`src/rtl/seq_emitter.sv`:
```
// seq_emitter
//   Emits a stream of 2-bit symbols, one per clock. A command (start with cnt,
//   hold) emits `cnt` patterns, one after another. Each pattern is the symbol
//   01, then 10, then 11, then `hold` extra 11 symbols. Consecutive patterns
//   are separated by GAP_LEN symbols of 00. A command with cnt == 0 emits
//   nothing and only produces the done pulse.
//
// Parameters
//   GAP_LEN  number of 00 symbols between consecutive patterns (1..3)
//
// Ports
//   clk      in   sole clock, rising edge
//   reset    in   asynchronous, active-high reset
//   start    in   command request, sampled only in IDLE
//   cnt      in   [3:0] number of patterns, sampled with start
//   hold     in   [1:0] extra 11 symbols per pattern, sampled with start
//   num      out  [1:0] symbol stream
//   busy     out  high while a command executes
//   done     out  one-cycle completion pulse, in the first IDLE cycle
//   emitted  out  [3:0] patterns completed for the current or last command
//
// num, busy and done are decoded from registered state only. No input reaches
// them combinationally.
module seq_emitter #(
  parameter int GAP_LEN = 1
) (
  input  logic       clk,
  input  logic       reset,
  input  logic       start,
  input  logic [3:0] cnt,
  input  logic [1:0] hold,
  output logic [1:0] num,
  output logic       busy,
  output logic       done,
  output logic [3:0] emitted
);

  typedef enum logic [2:0] {
    IDLE = 3'd0,
    S1   = 3'd1,
    S2   = 3'd2,
    S3   = 3'd3,
    HOLD = 3'd4,
    GAP  = 3'd5
  } state_t;

  state_t     r_state;
  state_t     w_state_next;
  logic [3:0] r_remaining;
  logic [3:0] w_remaining_next;
  logic [1:0] r_hold;
  logic [1:0] w_hold_next;
  logic [1:0] r_hold_ctr;
  logic [1:0] w_hold_ctr_next;
  logic [1:0] r_gap_ctr;
  logic [1:0] w_gap_ctr_next;
  logic [3:0] r_emitted;
  logic [3:0] w_emitted_next;
  logic       r_done;
  logic       w_done_next;
  logic       w_pattern_end;

  // State and datapath registers
  always_ff @(posedge clk or posedge reset) begin
    if (reset) begin
      r_state     <= IDLE;
      r_remaining <= 4'd0;
      r_hold      <= 2'd0;
      r_hold_ctr  <= 2'd0;
      r_gap_ctr   <= 2'd0;
      r_emitted   <= 4'd0;
      r_done      <= 1'b0;
    end else begin
      r_state     <= w_state_next;
      r_remaining <= w_remaining_next;
      r_hold      <= w_hold_next;
      r_hold_ctr  <= w_hold_ctr_next;
      r_gap_ctr   <= w_gap_ctr_next;
      r_emitted   <= w_emitted_next;
      r_done      <= w_done_next;
    end
  end

  // Next-state logic
  always_comb begin
    w_state_next     = r_state;
    w_remaining_next = r_remaining;
    w_hold_next      = r_hold;
    w_hold_ctr_next  = r_hold_ctr;
    w_gap_ctr_next   = r_gap_ctr;
    w_emitted_next   = r_emitted;
    w_done_next      = 1'b0;
    w_pattern_end    = 1'b0;

    case (r_state)
      IDLE: begin
        if (start) begin
          w_emitted_next = 4'd0;
          if (cnt != 4'd0) begin
            w_remaining_next = cnt;
            w_hold_next      = hold;
            w_state_next     = S1;
          end else begin
            // An empty command still completes. The pulse appears in the
            // next IDLE cycle, the same way it does for a real command.
            w_done_next = 1'b1;
          end
        end
      end
      S1: w_state_next = S2;
      S2: w_state_next = S3;
      S3: begin
        if (r_hold != 2'd0) begin
          w_hold_ctr_next = r_hold;
          w_state_next    = HOLD;
        end else begin
          w_pattern_end = 1'b1;
        end
      end
      HOLD: begin
        w_hold_ctr_next = r_hold_ctr - 2'd1;
        if (r_hold_ctr == 2'd1) begin
          w_pattern_end = 1'b1;
        end
      end
      GAP: begin
        w_gap_ctr_next = r_gap_ctr - 2'd1;
        if (r_gap_ctr == 2'd1) begin
          w_state_next = S1;
        end
      end
      default: w_state_next = IDLE;
    endcase

    // Pattern completion is shared by S3 (hold == 0) and the last HOLD cycle.
    if (w_pattern_end) begin
      w_emitted_next   = r_emitted + 4'd1;
      w_remaining_next = r_remaining - 4'd1;
      if (r_remaining == 4'd1) begin
        w_state_next = IDLE;
        w_done_next  = 1'b1;
      end else begin
        w_gap_ctr_next = 2'(GAP_LEN);
        w_state_next   = GAP;
      end
    end
  end

  // Moore output decode
  always_comb begin
    num  = 2'b00;
    busy = 1'b1;
    case (r_state)
      IDLE:    begin num = 2'b00; busy = 1'b0; end
      S1:      num = 2'b01;
      S2:      num = 2'b10;
      S3:      num = 2'b11;
      HOLD:    num = 2'b11;
      GAP:     num = 2'b00;
      default: begin num = 2'b00; busy = 1'b0; end
    endcase
  end

  assign done    = r_done;
  assign emitted = r_emitted;

endmodule

```
`config.mk`:
```
export PLATFORM = sky130hd
export DESIGN_NAME = seq_emitter
export DESIGN_NICKNAME = d
export VERILOG_FILES = /design/src/rtl/seq_emitter.sv
export SDC_FILE = /design/constraint.sdc
export NUM_CORES = 1
export LEC_CHECK = 0
export CAP_MARGIN = 40
export CORE_MARGIN = 5
export CORE_UTILIZATION = 47
export DETAILED_ROUTE_END_ITERATION = 12
export PLACE_DENSITY = 0.74
export SYNTH_ARGS = -nofsm -noshare
export SYNTH_HDL_FRONTEND = slang
export SYNTH_SLANG_ARGS = --single-unit
```
`constraint.sdc`:
```
create_clock -name clk -period 2 [get_ports clk]
set_clock_uncertainty 0.2 [all_clocks]
set_input_delay 0.4 -clock clk [delete_from_list [all_inputs] [get_ports clk]]
set_output_delay 0.4 -clock clk [all_outputs]
set_load 0.01 [all_outputs]
```
==> results.md, run 1 <==
* Cell variety after synth at 38
* Sequential element share of the synthesized area at 0.4265
* Setup crit end kind: flip-flop
* Core area at approximately 0.0022 mm^2
* Total Nets Final at between 150 and 200
* First DRT Iteration DRCs at 29
* Mapped Area at about 0.0011 mm^2
* Fmax at 497.2 MHz
* Worst hold margin at about 0.21 ns
* Worst Setup Start Kind: flip-flop
* Largest net degree at the start of global routing at 19
* Layout Area Growth over Synthesis at 39.93%
* Status: finished with violations
* WL final at between 2 and 3 mm
* Seq cells post-synth at 18
* Final core utilization at 0.6811
* Final hold vios at 0
* Worst hold path type: primary input to async pin
* Max-cap viol count at 0
* WS Path Type: flip-flop to flip-flop
* Final std cells w/o fill at approximately 170
* Slew Viols, Final at 0
* Slowest stage cell on the critical path: or4b_4
* Vias post-DR at between 900 and 1000
* Final WS setup at -0.01132 ns
* Syn. warnings at 0
* Die ar. at between 0.003 and 0.004 mm^2
* Row count at 17
* Clock Tree Root: clkbuf_4
* Reg-to-Reg End: r_remaining[3]$_DFFE_PP0P_
* # IOs at 17
* ANT nets after route at 0
* Number of global-route vias before repair at a little over 1000
* GRT Overall Usage at 0.1683
* RSZ-0062 raised after global routing: yes
* Failing checks: negative setup slack
* DRC violations left at 0
* Crit-path max cell delay at ~0.57 ns
* Most frequent cells in the layout: buf_4, dfrtp_1, clkdlybuf4s50_1
* Clk_lat worst skew at about 0.30 ns
* Setup violations, final at 1
* Commonest non-fill, non-tap cell in the layout: buf_4
* Arrival time at the worst endpoint at 2.01 ns
* Post-synth top area share at 0.4265
* CP Max Fanout at 6
* Worst reg2reg setup slack at -0.01 ns
* DP Wirelength at about 1.8 mm
* Die Span X at 57.40 um
* Clock transition at the registers of the reported paths at between 0.1 and 0.15 ns
* Slew @ Worst Pin at between 0.4 and 0.5 ns
* Total grt overflow at 0
* Pwr/cell area at 1430 mW/mm^2
* Antenna diode count at 0
* Data required, critical path at 2.00 ns
* First-pass GRT wire length at approximately 4.3 mm
* CTS Buffer Depth at 2
* Yosys top cell by area: dfrtp_1
* Critical path, cell by cell: buf_6, or4b_4, nor2_8, mux2i_1, a221o_1
* Fraction of registers with async set/reset at 1.000
* Mapped Cells at between 100 and 150
* Min cycle time layout at just over 2 ns
* Initial core utilization at 0.4867
* Fillers at 184
* DR WL/cell at roughly 15 um
* Syn_nets at between 100 and 150
* RR Startpoint: r_state[1]$_DFFE_PP0P_
* Die H at 57.40 um
* Initial antenna violation count at 0
* Synth Flop Type: dfrtp_1
* Placed insts at between 150 and 200
* Pre-antenna DRT Iters at 4
* H-tree Lvls at 1
* Reg2reg path depth at 5
* CTS Buf Count at 3
* Final Wtd Congestion at between 0.8 and 0.9
* Layout cells sized above 1 at 0.3425
* Hold_buf cts at 0
* IO Port Bufs at 16
* Slew margin rel. at 0.7025
* Worst vdd ir at between 900 and 1000 uV
* Mean Syn Cell Area at 10.35 um^2
* Clock sink total at 18
* Fin crit share at 1.006
* Post-synth EDFFs at 0
* Synth top area cells: dfrtp_1, ha_1, mux2_2
* P_leak at a little under 0.7 nW
* Vias per inst at ~5.6
* CTS tree: done
through the flow:
step / total power (W) / area [um^2] / setup slack (ns) / TNS, ns
after floorplan: 0.001352 / 1056 / 0.09803 / 0
after global placement: 0.001696 / 1350 / -0.2549 / -0.9498
after detailed placement: 0.001755 / 1350 / -0.2995 / -1.124
after CTS: 0.002089 / 1461 / -0.006968 / -0.006968
after global routing: 0.002275 / 1478 / -0.05947 / -0.08845
final: 0.002113 / 1478 / -0.01132 / -0.01132
repair_timing:
action,CTS,global route
setup buffers,9,3
resized for setup,10,7
endpoints found under the setup margin,4,10
pin swaps,2,2
how the worst max path moves through the flow:
stage          slack, ns                    from                         end  depth (start not counted)
2_1_floorplan        0.1  r_state[2]$_DFFE_PP0P_  r_remaining[3]$_DFFE_PP0P_                          5
3_3_place_gp       -0.25                   start  r_remaining[3]$_DFFE_PP0P_                          5
3_5_place_dp       -0.30                   start  r_remaining[3]$_DFFE_PP0P_                          5
4_1_cts           -0.007  r_state[0]$_DFFE_PP0P_                      num[0]                          4
5_1_grt            -0.06  r_state[2]$_DFFE_PP0P_  r_remaining[3]$_DFFE_PP0P_                          5
6_report           -0.01  r_state[1]$_DFFE_PP0P_  r_remaining[3]$_DFFE_PP0P_                          5
metal layers:
layer	wire (um)	part of all wire	global-route usage	vias up
li1	-	-	-	463
met1	1044	0.40	0.1727	477
met2	1408	0.54	0.3226	24
met3	124	0.048	0.04977	4
met4	31	0.012	0.04967	0
met5	0	0	0	-
registers in the layout, summed over array words and instances, names as in the netlist:
signal,cells
r_gap_ctr,2
r_state,3
r_remaining,4
r_hold_ctr,2
emitted,4
done,1
r_hold,2
worst max-delay path, delay by kind of cell, from the launching register on:
family	cells	cell delay (ns)
buf+inv	1	0.13
mux	1	0.09
compound gates	1	0.30
simple gates	2	0.72
flops	1	0.46
cell type report:
type,instances,area (um^2),share of cell area
multi-input combinational,72,555.5,0.3760
sequential,18,454.2,0.3074
timing repair buffer,45,370.4,0.2506
clock buffer,4,36.28,0.02456
tap,28,35.03,0.02371
inverter,7,26.28,0.01778
Yosys cell counts, types with 2 or more instances:
cell,count
inv_1,7
mux2i_1,3
a221o_1,2
mux2_2,4
nand3_1,7
buf_2,2
o31ai_1,2
nor3_1,6
a21oi_1,5
dfrtp_1,18
nand2b_1,2
clkbuf_1,2
a21o_1,2
nand2_1,5
nor2b_1,2
nor2_1,4
o21ai_0,4
ha_1,5
cell families (layout without fill, tap and decap cells):
logic type,count (synthesis),count (layout),share of synthesized area
xor+xnor,2,2,0.01659
mux,7,7,0.07109
compound gates,25,25,0.1730
flops,18,18,0.4265
simple gates,33,33,0.2014
buf+inv,12,56,0.05214
fa+ha+maj,5,5,0.05924
power by group:
part / total, W / switching [W] / internal (W)
logic: 0.00120 / 0.000542 / 0.000658
clock network: 0.000223 / 0.000112 / 0.000111
registers: 0.000689 / 0.000161 / 0.000529
No activity file was read; power rests on OpenSTA's default activity.
==> run 2, diff against run 1 <==
--- a/config.mk
+++ b/config.mk
@@ -10,6 +10,7 @@
 export CORE_UTILIZATION = 47
 export DETAILED_ROUTE_END_ITERATION = 12
 export PLACE_DENSITY = 0.74
+export RECOVER_POWER = 50
 export SYNTH_ARGS = -nofsm -noshare
 export SYNTH_HDL_FRONTEND = slang
 export SYNTH_SLANG_ARGS = --single-unit
==> results.md, run 2 (same netlist as run 1, synthesis figures left out) <==
* Register share of total power at 0.326
* Clock transition at the registers of the reported paths at 0.11 ns
* IO Port Bufs at 16
* P_leak at 0.6917 nW
* Arrival time at the worst endpoint at between 2 and 2.5 ns
* Slew @ Worst Pin at approximately 0.98 ns
* Status: finished with violations
* Slew margin rel. at 0.3440
* Switch Pwr at approximately 0.0008 W
* CP Max Fanout at 6
* RSZ-0062 raised after global routing: yes
* WS Path Type: flip-flop to flip-flop
* CTS Buffer Depth at 2
* Most frequent cells in the layout: buf_4, dfrtp_1, clkdlybuf4s50_1
* First-pass GRT wire length at approximately 4.3 mm
* Initial antenna violation count at 0
* Layout cells sized above 1 at 0.3356
* Worst vdd ir at between 900 and 1000 uV
* DP Wirelength at approximately 1.8 mm
* GRT Overall Usage at 0.1683
* Die ar. at 0.003295 mm^2
* ANT nets after route at 0
* # IOs at 17
* Fin crit share at 1.006
* Setup crit end kind: flip-flop
* Switching Fraction at 0.3859
* Data required, critical path at ~2.0 ns
* Final TNS setup at -0.01148 ns
* Pre-antenna DRT Iters at 4
* Final WS setup at -0.01148 ns
* Antenna diode count at 0
* Worst hold path type: flip-flop to flip-flop
* Final hold vios at 0
* Vias per inst at about 5.5
* Die H at approximately 57 um
* Total grt overflow at 0
* Clock sink total at 18
* Max-cap viol count at 0
* Vias post-DR at approximately 970
* Critical path, cell by cell: buf_6, or4b_4, nor2_8, mux2i_1, a221o_1
* CTS Buf Count at 3
* DRC violations left at 0
* WL final at 2.608 mm
* Slowest stage cell on the critical path: or4b_4
* H-tree Lvls at 1
* Int Power at approximately 0.0013 W
* Fmax at between 400 and 500 MHz
* Die Span X at between 50 and 60 um
* Total Nets Final at about 160
* Slew Viols, Final at 0
* Comb pwr share at 0.568
* Clk_lat worst skew at 0.30 ns
* Worst Setup Start Kind: flip-flop
* Final std cells w/o fill at roughly 170
* Final Wtd Congestion at between 0.8 and 0.9
* Crit-path max cell delay at 0.57 ns
* Layout Area Growth over Synthesis at 39.57%
* Setup violations, final at 1
* Core area at roughly 0.0022 mm^2
* Largest net degree at the start of global routing at 19
* Commonest non-fill, non-tap cell in the layout: buf_4
* Pwr/cell area at roughly 1400 mW/mm^2
* Failing checks: negative setup slack
* Number of global-route vias before repair at about 1000
* CTS tree: done
* DR WL/cell at around 15 um
* Min cycle time layout at 2.011 ns
* First DRT Iteration DRCs at 29
* Placed insts at ~160
* Initial core utilization at 0.4867
* Clock Tree Root: clkbuf_4
* Row count at 17
* Clk pwr share at 0.106
* Hold_buf cts at 0
==> run 2: cell types whose count changed in the layout (fill, tap and decap cells not counted), sizes merged <==
cell | before | now
buf | 29 | 28
clkbuf | 7 | 8
clkdlybuf4s50 | 13 | 12
dlygate4sd3 | 0 | 1
==> run 2: through the flow <==
step / hold slack (ns) / utilization / worst slack (ns) / area, um^2 / power [W]
floorplan: 0.1386 / - / 0.09803 / 1056 / 0.001352
global placement: 0.2976 / 0.6223 / -0.2549 / 1350 / 0.001696
detailed placement: 0.3203 / 0.6223 / -0.2995 / 1350 / 0.001755
CTS: 0.2136 / 0.6736 / -0.006968 / 1461 / 0.002089
global route: 0.3698 / 0.6794 / -0.05947 / 1474 / 0.002274
finish: 0.3383 / 0.6794 / -0.01148 / 1474 / 0.002111
==> run 2: final cells by class <==
| type | count | area, um^2 |
|---|---|---|
| inverter | 7 | 26.28 |
| fill | 186 | 695.7 |
| tap | 28 | 35.03 |
| clock buffer | 4 | 36.28 |
| sequential | 18 | 454.2 |
| multi-input combinational | 72 | 555.5 |
| timing repair buffer | 45 | 366.6 |
==> run 2: power groups by stage <==
stage                     Clock [W]  Combinational [W]  Sequential [W]
final                      0.000224            0.00120        0.000689
after global routing       0.000245            0.00132        0.000709
after CTS                  0.000232            0.00118        0.000681
after detailed placement          0            0.00104        0.000718
after global placement            0           0.000994        0.000702
after floorplan                   0           0.000697        0.000655
==> run 2: timing repair <==
action                     CTS  global route
pin swaps                    2             2
setup endpoints to repair    4            10
buffers inserted             9             3
gates resized for setup     10             7
==> run 2: layer usage <==
| metal | wire length [um] | vias to the layer above | share of wire | global-route usage |
|---|---|---|---|---|
| met3 | 126 | 4 | 0.048 | 0.04977 |
| met4 | 31 | 0 | 0.012 | 0.04967 |
| li1 | - | 462 | - | - |
| met5 | 0 | - | 0 | 0 |
| met2 | 1406 | 26 | 0.54 | 0.3226 |
| met1 | 1044 | 473 | 0.40 | 0.1727 |
==> run 2: path summary, 6_finish.rpt <==
kind,start,to,slack (ns),depth (start not counted)
setup / recovery,r_state[1]$_DFFE_PP0P_,r_remaining[3]$_DFFE_PP0P_,-0.01,5
hold / removal,r_gap_ctr[1]$_DFF_PP0_,r_gap_ctr[1]$_DFF_PP0_,0.34,2
setup reg to reg,r_state[1]$_DFFE_PP0P_,r_remaining[3]$_DFFE_PP0P_,-0.01,5
hold reg to reg,r_gap_ctr[1]$_DFF_PP0_,r_gap_ctr[1]$_DFF_PP0_,0.34,2
max in group asynchronous,reset,r_state[2]$_DFFE_PP0P_,0.30,3
min in group asynchronous,reset,emitted[0]$_DFFE_PP0P_,0.62,3
==> run 2: worst max-delay path, delay by kind of cell, from the launching register on <==
| kind | cells | cell delay (ns) |
|---|---|---|
| AO/OA/AOI/OAI | 1 | 0.30 |
| buffers and inverters | 1 | 0.13 |
| flip-flops | 1 | 0.46 |
| multiplexers | 1 | 0.09 |
| AND/OR/NAND/NOR | 2 | 0.72 |
==> run 3, diff against run 2 <==
--- a/config.mk
+++ b/config.mk
@@ -6,7 +6,7 @@
 export NUM_CORES = 1
 export LEC_CHECK = 0
 export CAP_MARGIN = 40
-export CORE_MARGIN = 5
+export CORE_MARGIN = 8
 export CORE_UTILIZATION = 47
 export DETAILED_ROUTE_END_ITERATION = 12
 export PLACE_DENSITY = 0.74
==> results.md, run 3 (same netlist as run 1, synthesis figures left out) <==
* Worst hold margin at about 0.32 ns
* IO Port Bufs at 16
* Vias post-DR at ~960
* CP Depth at 4
* Setup crit end kind: primary output
* Row count at 17
* Layout Area Growth over Synthesis at 46.09%
* Data required, critical path at approximately 1.4 ns
* Area taken by multi-input logic gates at between 500 and 600 um^2
* Worst path bufs/invs at 2
* Slew margin rel. at 0.3315
* CTS Buffer Depth at 2
* Initial core utilization at 0.4867
* Core area at between 0.002 and 0.0025 mm^2
* Number of global-route vias before repair at just under 1000
* Fin crit share at 1.019
* Reg-to-Reg End: r_remaining[3]$_DFFE_PP0P_
* P_leak at 0.7170 nW
* Largest net degree at the start of global routing at 19
* Slew @ Worst Pin at between 1 and 1.5 ns
* Cell family with most CP delay: flip-flops
* H-tree Lvls at 1
* Final hold vios at 0
* WS Path Type: flip-flop to primary output
* RSZ-0062 raised after global routing: yes
* Failing checks: negative setup slack
* Clock transition at the registers of the reported paths at 0.11 ns
* ANT nets after route at 0
* Die H at ~63 um
* Register share of total power at 0.309
* Total Nets Final at approximately 160
* Max-cap viol count at 0
* DP Wirelength at 1.852 mm
* Final Instance Area at ~0.0015 mm^2
* RR Startpoint: r_state[1]$_DFFE_PP0P_
* Switching Fraction at 0.3836
* GRT Overall Usage at 0.1320
* Hold path cells at 1
* # IOs at 17
* Vias per inst at roughly 5.4
* CTS Buf Count at 3
* Fmax at a little under 500 MHz
* Clock sink total at 18
* Total grt overflow at 0
* Layout cells sized above 1 at 0.3581
* CTS tree: done
* Min cycle time layout at between 2 and 2.5 ns
* Placed inst area at ~0.0014 mm^2
* Slew Viols, Final at 0
* Clk_lat worst skew at approximately 0.30 ns
* Clk pwr share at 0.103
* Worst reg2reg setup slack at -0.03 ns
* Worst hold path type: flip-flop to flip-flop
* WHS Endpoint: emitted[2]$_DFFE_PP0P_
* First-pass GRT wire length at between 4 and 5 mm
* Commonest non-fill, non-tap cell in the layout: buf_4
* Reg2reg path depth at 6
* Critical path, cell by cell: buf_4, nor3_1, a21oi_1, dlygate4sd2_1
* Pwr/cell area at approximately 1400 mW/mm^2
* Setup violations, final at 2
* Crit-path max cell delay at between 0.4 and 0.5 ns
* DR WL/cell at approximately 15 um
* First DRT Iteration DRCs at 19
* Final Wtd Congestion at ~0.85
* Arrival time at the worst endpoint at roughly 1.4 ns
* WL final at 2.697 mm
* Die Span X at 63.40 um
* Worst Setup Start Kind: flip-flop
* Most frequent cells in the layout: buf_4, dfrtp_1, clkdlybuf4s50_1
* Int Power at ~0.0014 W
* DRC violations left at 0
* Slowest stage cell on the critical path: dfrtp_2
* Comb pwr share at 0.589
* Initial antenna violation count at 0
* Clock Tree Root: clkbuf_4
* Status: finished with violations
* Register area at 454.2 um^2
* Switch Pwr at around 0.00085 W
* Final Power at roughly 0.0022 W
* Final WS setup at -0.03730 ns
* Fillers at ~180
* CP Max Fanout at 5
* Antenna diode count at 0
* Pre-antenna DRT Iters at 4
* HP Start: emitted[2]$_DFFE_PP0P_
* Worst vdd ir at slightly above 1000 uV
* Die ar. at between 0.004 and 0.005 mm^2
==> run 3: worst register-to-register path, stage by stage, from the launching register on <==
cell and delay (ns):
dfrtp_2 0.43, buf_6 0.13, buf_6 0.10, or4b_4 0.55
nor2_8 0.14, mux2i_1 0.08, a221o_1 0.30
==> run 3: metal layers <==
layer | GRT usage | wire [um]
met1 | 0.1444 | 1119
met2 | 0.2332 | 1420
met3 | 0.04064 | 112
met4 | 0.04735 | 45
met5 | 0 | 0
==> run 3: repair_timing <==
action                     4_1_cts  5_1_grt
gates cloned                     0        0
setup endpoints to repair        5       11
hold buffers                     0        0
pin swaps                        3        6
resized for setup               10       14
buffers inserted                 7        7
==> run 3: stage by stage <==
stage,setup TNS (ns),util,std cells,setup slack [ns]
finish,-0.07118,0.7111,176,-0.03730
global route,-0.4513,0.7111,176,-0.1404
CTS,-0.09171,0.6736,171,-0.05284
detailed placement,-1.327,0.6292,160,-0.2613
global placement,-1.058,0.6292,160,-0.2325
floorplan,0,-,102,0.09803
==> run 3: power groups by stage <==
stage,Combinational [W],Sequential [W],Clock (W)
4_1_cts,0.00117,0.000674,0.000232
3_3_place_gp,0.00103,0.000686,0
3_5_place_dp,0.00108,0.000698,0
2_1_floorplan,0.000697,0.000655,0
5_1_grt,0.00143,0.000703,0.000249
6_report,0.00130,0.000681,0.000227
==> run 3: worst max-delay path by stage <==
| stage | slack (ns) | to | from |
|---|---|---|---|
| floorplan | 0.1 | r_remaining[3]$_DFFE_PP0P_ | r_state[2]$_DFFE_PP0P_ |
| global placement | -0.23 | r_remaining[3]$_DFFE_PP0P_ | start |
| detailed placement | -0.26 | r_remaining[3]$_DFFE_PP0P_ | start |
| CTS | -0.05 | r_remaining[3]$_DFFE_PP0P_ | r_state[1]$_DFFE_PP0P_ |
| global route | -0.14 | r_remaining[3]$_DFFE_PP0P_ | r_state[1]$_DFFE_PP0P_ |
| finish | -0.04 | busy | r_state[2]$_DFFE_PP0P_ |
==> run 3: area by class of cell <==
cell class | instances | area share
inverter | 7 | 0.01703
sequential | 18 | 0.2944
timing repair buffer | 47 | 0.2676
tap | 28 | 0.02271
multi-input combinational | 72 | 0.3747
clock buffer | 4 | 0.02352
